**config.mk**
```make
export PLATFORM = sky130hd
export DESIGN_NAME = phase_sequencer
export DESIGN_NICKNAME = d
export VERILOG_FILES = /design/src/rtl/simple_ctrl_pkg.sv /design/src/rtl/phase_timer.sv /design/src/rtl/phase_sequencer.sv
export SDC_FILE = /design/constraint.sdc
export NUM_CORES = 1
export LEC_CHECK = 0
export BUFFER_PORTS_ARGS = -buffer_cell sky130_fd_sc_hd__buf_2
export CAP_MARGIN = 20
export CELL_PAD_IN_SITES_DETAIL_PLACEMENT = 1
export CELL_PAD_IN_SITES_GLOBAL_PLACEMENT = 2
export CORE_ASPECT_RATIO = 1.75
export CORE_MARGIN = 1.5
export CORE_UTILIZATION = 33
export CTS_BUF_LIST = sky130_fd_sc_hd__clkbuf_2 sky130_fd_sc_hd__clkbuf_4 sky130_fd_sc_hd__clkbuf_8
export DETAILED_ROUTE_END_ITERATION = 7
export GPL_ROUTABILITY_DRIVEN = 0
export HOLD_SLACK_MARGIN = 0.02
export PLACE_DENSITY = 0.83
export REMOVE_ABC_BUFFERS = 1
export SYNTH_ARGS = -nofsm -noshare
export SYNTH_HDL_FRONTEND = slang
export SYNTH_SLANG_ARGS = --single-unit
```
**constraint.sdc**
```tcl
create_clock -name clock -period 3.8 [get_ports clock]
set_clock_uncertainty 0.05 [all_clocks]
set_input_delay 0.76 -clock clock [delete_from_list [all_inputs] [get_ports clock]]
set_output_delay 0.76 -clock clock [all_outputs]
set_load 0.02 [all_outputs]
```
**src/rtl/simple_ctrl_pkg.sv**
```systemverilog
// Shared types and defaults for the phase sequencer.
// The state encodings are visible on state_out, so they must not be reordered.
package simple_ctrl_pkg;

    typedef enum logic [2:0] {
        StIdle      = 3'd0,
        StRun       = 3'd1,
        StStepInsn  = 3'd2,
        StStepPhase = 3'd3,
        StHalted    = 3'd4
    } state_e;

    localparam int unsigned DefNumPhases  = 5;
    localparam int unsigned DefPhaseWidth = 2;
    localparam int unsigned DefCountWidth = 16;

    function automatic logic is_active(input state_e s);
        return (s == StRun) || (s == StStepInsn) || (s == StStepPhase);
    endfunction

endpackage

```
**src/rtl/phase_timer.sv**
```systemverilog
// Tick counter split into phase index and sub-phase cycle.
// It advances by one tick per enabled cycle and wraps after the last tick of the last phase.
module phase_timer #(
    parameter int unsigned NUM_PHASES  = 5,
    parameter int unsigned PHASE_WIDTH = 2
) (
    input  logic                          clock,
    input  logic                          reset_n,
    input  logic                          advance,
    output logic                          phase_start,
    output logic                          phase_end,
    output logic                          wrap,
    output logic [$clog2(NUM_PHASES)-1:0] phase_idx
);

    localparam int unsigned PhW  = $clog2(NUM_PHASES);
    // A one-bit sub counter is kept when PHASE_WIDTH is 1; it then stays at zero.
    localparam int unsigned SubW = (PHASE_WIDTH > 1) ? $clog2(PHASE_WIDTH) : 1;
    localparam logic [PhW-1:0]  LastPhase = PhW'(NUM_PHASES - 1);
    localparam logic [SubW-1:0] LastSub   = SubW'(PHASE_WIDTH - 1);

    logic [PhW-1:0]  phase_q, phase_d;
    logic [SubW-1:0] sub_q, sub_d;

    assign phase_start = (sub_q == '0);
    assign phase_end   = (sub_q == LastSub);
    assign wrap        = phase_end && (phase_q == LastPhase);
    assign phase_idx   = phase_q;

    always_comb begin
        phase_d = phase_q;
        sub_d   = sub_q;
        if (advance) begin
            if (phase_end) begin
                sub_d   = '0;
                phase_d = (phase_q == LastPhase) ? '0 : phase_q + 1'b1;
            end else begin
                sub_d = sub_q + 1'b1;
            end
        end
    end

    always_ff @(posedge clock or negedge reset_n) begin
        if (!reset_n) begin
            phase_q <= '0;
            sub_q   <= '0;
        end else begin
            phase_q <= phase_d;
            sub_q   <= sub_d;
        end
    end

endmodule

```
**src/rtl/phase_sequencer.sv**
```systemverilog
// Multi-phase instruction clock controller: free-run, instruction step, phase step and halt.
// Outputs are decoded only from registered state, so they are glitch-free.
module phase_sequencer
    import simple_ctrl_pkg::*;
#(
    parameter int unsigned NUM_PHASES  = DefNumPhases,
    parameter int unsigned PHASE_WIDTH = DefPhaseWidth,
    parameter int unsigned COUNT_WIDTH = DefCountWidth
) (
    input  logic                          clock,
    input  logic                          reset_n,
    input  logic                          run,
    input  logic                          step_insn,
    input  logic                          step_phase,
    input  logic                          halt_in,
    output logic [NUM_PHASES-1:0]         phase_pulse,
    output logic [$clog2(NUM_PHASES)-1:0] phase_idx,
    output logic                          insn_done,
    output logic [COUNT_WIDTH-1:0]        insn_count,
    output logic [2:0]                    state_out,
    output logic                          running,
    output logic                          halted
);

    state_e                 state_q, state_d;
    logic                   halt_pending_q;
    logic [COUNT_WIDTH-1:0] insn_count_q;
    logic                   active;
    logic                   phase_start;
    logic                   phase_end;
    logic                   wrap;
    logic                   at_insn_start;

    assign active = is_active(state_q);

    phase_timer #(
        .NUM_PHASES  (NUM_PHASES),
        .PHASE_WIDTH (PHASE_WIDTH)
    ) u_timer (
        .clock       (clock),
        .reset_n     (reset_n),
        .advance     (active),
        .phase_start (phase_start),
        .phase_end   (phase_end),
        .wrap        (wrap),
        .phase_idx   (phase_idx)
    );

    assign at_insn_start = phase_start && (phase_idx == '0);

    always_comb begin
        state_d = state_q;
        unique case (state_q)
            StIdle: begin
                // A halt latched on an earlier edge wins over any request at an insn boundary.
                if (halt_pending_q && at_insn_start) begin
                    state_d = StHalted;
                end else if (run) begin
                    state_d = StRun;
                end else if (step_insn) begin
                    state_d = StStepInsn;
                end else if (step_phase) begin
                    state_d = StStepPhase;
                end
            end
            StRun: begin
                if (wrap) begin
                    if (halt_pending_q) begin
                        state_d = StHalted;
                    end else if (!run) begin
                        state_d = StIdle;
                    end
                end
            end
            StStepInsn: begin
                if (wrap) begin
                    state_d = halt_pending_q ? StHalted : StIdle;
                end
            end
            StStepPhase: begin
                if (phase_end) begin
                    state_d = (wrap && halt_pending_q) ? StHalted : StIdle;
                end
            end
            StHalted: state_d = StHalted;
            default:  state_d = StIdle;
        endcase
    end

    always_ff @(posedge clock or negedge reset_n) begin
        if (!reset_n) begin
            state_q        <= StIdle;
            halt_pending_q <= 1'b0;
            insn_count_q   <= '0;
        end else begin
            state_q        <= state_d;
            halt_pending_q <= halt_pending_q | halt_in;
            if (insn_done) begin
                insn_count_q <= insn_count_q + 1'b1;
            end
        end
    end

    assign insn_done = active && wrap;

    always_comb begin
        phase_pulse = '0;
        if (active && phase_start) begin
            phase_pulse[phase_idx] = 1'b1;
        end
    end

    assign insn_count = insn_count_q;
    assign state_out  = state_q;
    assign running    = active;
    assign halted     = (state_q == StHalted);

endmodule

```
==> reports/metrics.yaml, run 1 <==
status: "completed"
place_ws_ns: 1.474
synth_area_um2: 1256
tns_ns: 0
post_cts_buffers: 0
rows: 29
grt_setup_unrepaired: "no"
yosysSeqAreaShare_pct: 47.81
async_flop_share_pct: 100.0
synthCells: 121
die_height_um: 84.62
ys_ff_latch: 24
syn_area_per_cell_um2: 10.38
period_minus_slack_ns: 2.605
finalHoldViolCount: 0
synth.most_common_cell: "dfrtp_1"
crit_type: "reg2out"
synthAdderAreaFrac_pct: 2.988
worstPathArrival_ns: 1.79
postRouteAntennaNets: 0
layout_setup_ws_ns: 1.195
start_util_pct: 34.62
ys_warn_count: 0
nets: 169
synth_area_leaders: "dfrtp_1, xnor2_1, xor2_1"
numCtsBuffers: 3
synthFlopType: "dfrtp_1"
muxShareOfSynthArea_pct: 0.8964
drt_iter0_markers: 5
slew_violations: 0
clk_pin_slew_ns: 0.09
power-per-cell-area_nw_per_um2: 318.3
worst_pin_slew_ns: 0.5602
yosysUniqueCellTypes: 36
crit_fanout: 8
synth_common_cells: "dfrtp_1, nand2_1, nor2_1"
post-dp-hpwl_um: 2364
critPathCaptureType: "output port"
holdCritPathClass: "reg2reg"
layout-drive-gt1-share_pct: 33.33
first_pass_iters: 4
ir_drop_v: 0.0002194
route.vias.total: 1020
synth_largest_area_cell: "dfrtp_1"
grt-ovfl-total: 0
die_area_um2: 4201
post-route-drc-count: 0
synth_top_family_by_area: "simple AND/OR/NAND/NOR gates"
synth-simple-area-share_pct: 26.49
reg2reg_slack_ns: 1.87
p_leak_uw: 0.0008305
clock-root-buffer: "clkbuf_8"
synth_enable_flop_cells: 0
fmax_ghz: 0.3839
final_core_utilization_pct: 42.86
min_period_over_period_pct: 68.54
htreeDepth: 1
reg2reg_depth: 6
area_delta_synth_final_pct: 23.80
portBuffers: 35
cap_violations: 0
finalInstanceArea_um2: 1555
vias_per_cell: 4.976
slew_headroom_pct: 62.65
cp.required_ns: 2.99
final-setup-viol-count: 0
cts_hold_buf: 0
wire_per_inst_um: 14.56
clock_latency_ns: 0.26
synthDominantCellAreaShare_pct: 47.81
postCtsResizedCells: 0
die_w_um: 49.64
min_delay_path_depth: 1
synth_compound_area_share_pct: 8.167
grt_pass1_vias: 1095
crit_path_start_kind: "flop"
clockBufferDepth: 2
io_pins: 36
clock_sinks: 24
grt_first_pass_wirelength_um: 5313
place_area_um2: 1484
grt_max_degree: 25
grt_usage_pct: 16.05
cts_tree: "built"
core_area_um2: 3628
synth-xor-area-share_pct: 11.16
antenna_found_initial: 0
routed_wirelength_um: 2984
antenna_cells: 0
==> final cells by class <==
type	count	area [µm²]
clock buffers	3	41.29
clock inverters	1	30.03
fillers	433	2073
inverters	7	26.28
multi-input cells	89	624.3
flip-flops and latches	24	600.6
well taps	46	57.56
repair buffers	35	175.2
==> routing by layer <==
layer | global-route usage (%) | part of all wire (%) | up-vias
met3 | 1.601 | 2.9 | 2
li1 | - | - | 494
met1 | 17.95 | 38 | 503
met5 | 0 | 0 | -
met4 | 4.545 | 0.97 | 0
met2 | 30.91 | 58 | 21
==> power breakdown <==
group / internal, µW / total, µW / switching [µW]
logic: 3.99 / 11.7 / 7.66
clock network: 141 / 225 / 84.2
registers: 256 / 259 / 2.64
total: 401 / 495 / 94.5
==> registers in the layout (all words and copies together), names as in the netlist <==
register / cells
u_timer.phase_idx: 3
u_timer.phase_end: 1
insn_count: 16
halt_pending_q: 1
state_out: 3
==> critical path, stage by stage, from the launching register on <==
cell and delay [ns]:
dfrtp_1 0.46, inv_1 0.13, ha_1 0.25, nand3_2 0.13
nor2_1 0.32, buf_2 0.24
==> path summary, 6_finish.rpt <==
check,to,start
worst max register to register,state_out[2]$_DFFE_PN0P_,u_timer.phase_idx[0]$_DFFE_PN0P_
max in group asynchronous,insn_count[11]$_DFFE_PN0P_,reset_n
worst min register to register,insn_count[15]$_DFFE_PN0P_,insn_count[15]$_DFFE_PN0P_
worst max-delay path,insn_done,u_timer.phase_idx[0]$_DFFE_PN0P_
min in group asynchronous,insn_count[3]$_DFFE_PN0P_,reset_n
worst min-delay path,insn_count[15]$_DFFE_PN0P_,insn_count[15]$_DFFE_PN0P_
==> logic make-up (layout without fill, tap and decap cells) <==
family | after synthesis | in the layout
compound gates | 15 | 15
mux | 1 | 1
buf+inv | 8 | 46
fa+ha+maj | 3 | 3
flops | 24 | 24
xor+xnor | 16 | 16
simple gates | 54 | 54
==> per-stage QoR <==
step | total power, µW | hold slack, ns | std cells
floorplan | 266.0 | 0.4048 | 120
global placement | 275.3 | 0.4028 | 201
detailed placement | 276.1 | 0.4075 | 201
CTS | 502.5 | 0.4201 | 205
global route | 513.4 | 0.4286 | 205
finish | 495.1 | 0.4137 | 205
==> layout by cell type, fill, tap and decap left out, types with 2 or more instances in the layout <==
| master | instances |
|---|---|
| ha_1 | 3 |
| inv_1 | 6 |
| and2_1 | 2 |
| and3_1 | 6 |
| nor3_2 | 2 |
| nor3_1 | 6 |
| nand2_1 | 10 |
| xor2_1 | 8 |
| o21ai_0 | 7 |
| dfrtp_1 | 24 |
| buf_2 | 35 |
| nand3_1 | 6 |
| xnor2_1 | 8 |
| clkbuf_8 | 3 |
| a21oi_1 | 2 |
| nor2_1 | 9 |
Power figures use the tool's default switching activity.
==> run 2, diff against run 1 <==
Settings changed: CORE_UTILIZATION 33 to 32, PLACE_DENSITY 0.83 to 0.81.
Clock period 3.8 ns to 2.4 ns, I/O delays scaled along.
==> run 2 against run 1 <==
Effect of this change: core utilization fell by 2.4 points; critical path depth fell by 1; clock power rose by 19%; largest power group unchanged; register-to-register slack got worse by 1.4 ns; sequential cell count did not move; final area fell by 0.40%.
==> reports/metrics.yaml, run 2 (synthesis results as in run 1) <==
crit_path_start_kind: "flop"
cap_violations: 0
grt_usage_pct: 15.51
use_met1_pct: 17.86
reg2reg_slack_ns: 0.43
p_leak_uw: 0.0008290
nets: 170
crit_fanout: 8
io_pins: 36
clk_pin_slew_ns: 0.08
routed_wirelength_um: 2991
htreeDepth: 1
tns_ns: 0
busiest_layer: "met2"
finalHoldViolCount: 0
min_period_over_period_pct: 89.90
cts_tree: "built"
final_cell_mix: "buf_2, dfrtp_1, nand2_1"
postCtsResizedCells: 0
numCtsBuffers: 3
rows: 30
post-route-drc-count: 0
power-per-cell-area_nw_per_um2: 449.2
holdCritPathClass: "in2async"
die_height_um: 85.89
clock_sinks: 24
grt_max_degree: 25
final_core_utilization_pct: 40.46
post-dp-hpwl_um: 2331
fmax_ghz: 0.4635
reg2reg_to: "insn_count[13]$_DFFE_PN0P_"
postRouteAntennaNets: 0
crit_chain: "o21bai_4 > nor3_1 > and3_1 > buf_2"
largest_reg_flops: 16
ir_drop_v: 0.0002983
drt_iter0_markers: 6
final_common_cell: "buf_2"
cts_hold_buf: 0
grt_pass1_vias: 1102
post_cts_buffers: 0
wire_per_inst_um: 14.38
cp.required_ns: 1.87
antenna_found_initial: 0
clockBufferDepth: 2
worst_pin_slew_ns: 0.5468
reg2reg_depth: 6
clock-root-buffer: "clkbuf_8"
fillers: 477
slew_headroom_pct: 63.55
layout-drive-gt1-share_pct: 33.75
area_delta_synth_final_pct: 23.31
cpMaxStageDelayCell: "dfrtp_1"
first_pass_iters: 4
critPathCaptureType: "output port"
status: "completed"
rr_startpoint: "u_timer.phase_idx[0]$_DFFE_PN0P_"
clock_latency_ns: 0.26
route.vias.total: 1052
core_area_um2: 3829
start_util_pct: 32.81
period_minus_slack_ns: 2.157
use_met3_pct: 2.091
grt_use_met2_pct: 28.35
portBuffers: 35
die_w_um: 50.36
slew_violations: 0
grt_first_pass_wirelength_um: 5181
vias_per_cell: 5.058
die_area_um2: 4325
final-setup-viol-count: 0
grt_setup_unrepaired: "no"
slowest_delay_ns: 0.46
antenna_cells: 0
grt-ovfl-total: 0
crit_type: "reg2out"
worstPathArrival_ns: 1.63
## run 2: how the worst max path moves through the flow
stage                                     start                    endpoint  depth (start not counted)
6_report               state_out[2]$_DFFE_PN0P_              phase_pulse[0]                          4
5_1_grt                state_out[2]$_DFFE_PN0P_              phase_pulse[0]                          4
4_1_cts        u_timer.phase_idx[0]$_DFFE_PN0P_                   insn_done                          5
3_5_place_dp   u_timer.phase_idx[0]$_DFFE_PN0P_  insn_count[13]$_DFFE_PN0P_                          6
3_3_place_gp   u_timer.phase_idx[0]$_DFFE_PN0P_  insn_count[15]$_DFFE_PN0P_                          6
2_1_floorplan  u_timer.phase_idx[0]$_DFFE_PN0P_   insn_count[1]$_DFFE_PN0P_                          5
## run 2: layout make-up
cell class | count | area, µm² | share of cell area (%)
clock buffers | 4 | 55.05 | 3.554
repair buffers | 36 | 182.7 | 11.79
well taps | 48 | 60.06 | 3.877
flip-flops and latches | 24 | 600.6 | 38.77
inverters | 7 | 26.28 | 1.696
multi-input cells | 89 | 624.3 | 40.31
## run 2: report_power, final
group / internal (µW) / switching [µW] / leakage, µW
Sequential: 405 / 4.36 / 0.000325
Clock: 146 / 122 / 0.0000288
Combinational: 6.31 / 11.8 / 0.000476
## run 2: routing by layer
| layer | wire length, µm | up-vias | part of all wire [%] |
|---|---|---|---|
| li1 | - | 496 | - |
| met1 | 1162 | 528 | 39 |
| met4 | 21 | 0 | 0.70 |
| met2 | 1692 | 26 | 57 |
| met3 | 115 | 2 | 3.8 |
| met5 | 0 | - | 0 |
## run 2: worst max-delay path, delay by kind of cell (launching register included)
kind	cells	cell delay, ns
flip-flops	1	0.46
AO/OA/AOI/OAI	1	0.23
AND/OR/NAND/NOR	2	0.52
buffers and inverters	1	0.16
## run 2: stage by stage
step	instance area, µm²	hold slack [ns]	cells	power [µW]	worst slack [ns]
floorplan	1251	0.1344	120	421.2	0.4557
global placement	1494	0.4040	204	436.4	0.5647
detailed placement	1494	0.4130	204	436.5	0.4180
CTS	1549	0.1645	208	709.9	0.2138
global route	1549	0.1814	208	730.4	0.08538
finish	1549	0.1475	208	695.9	0.2425
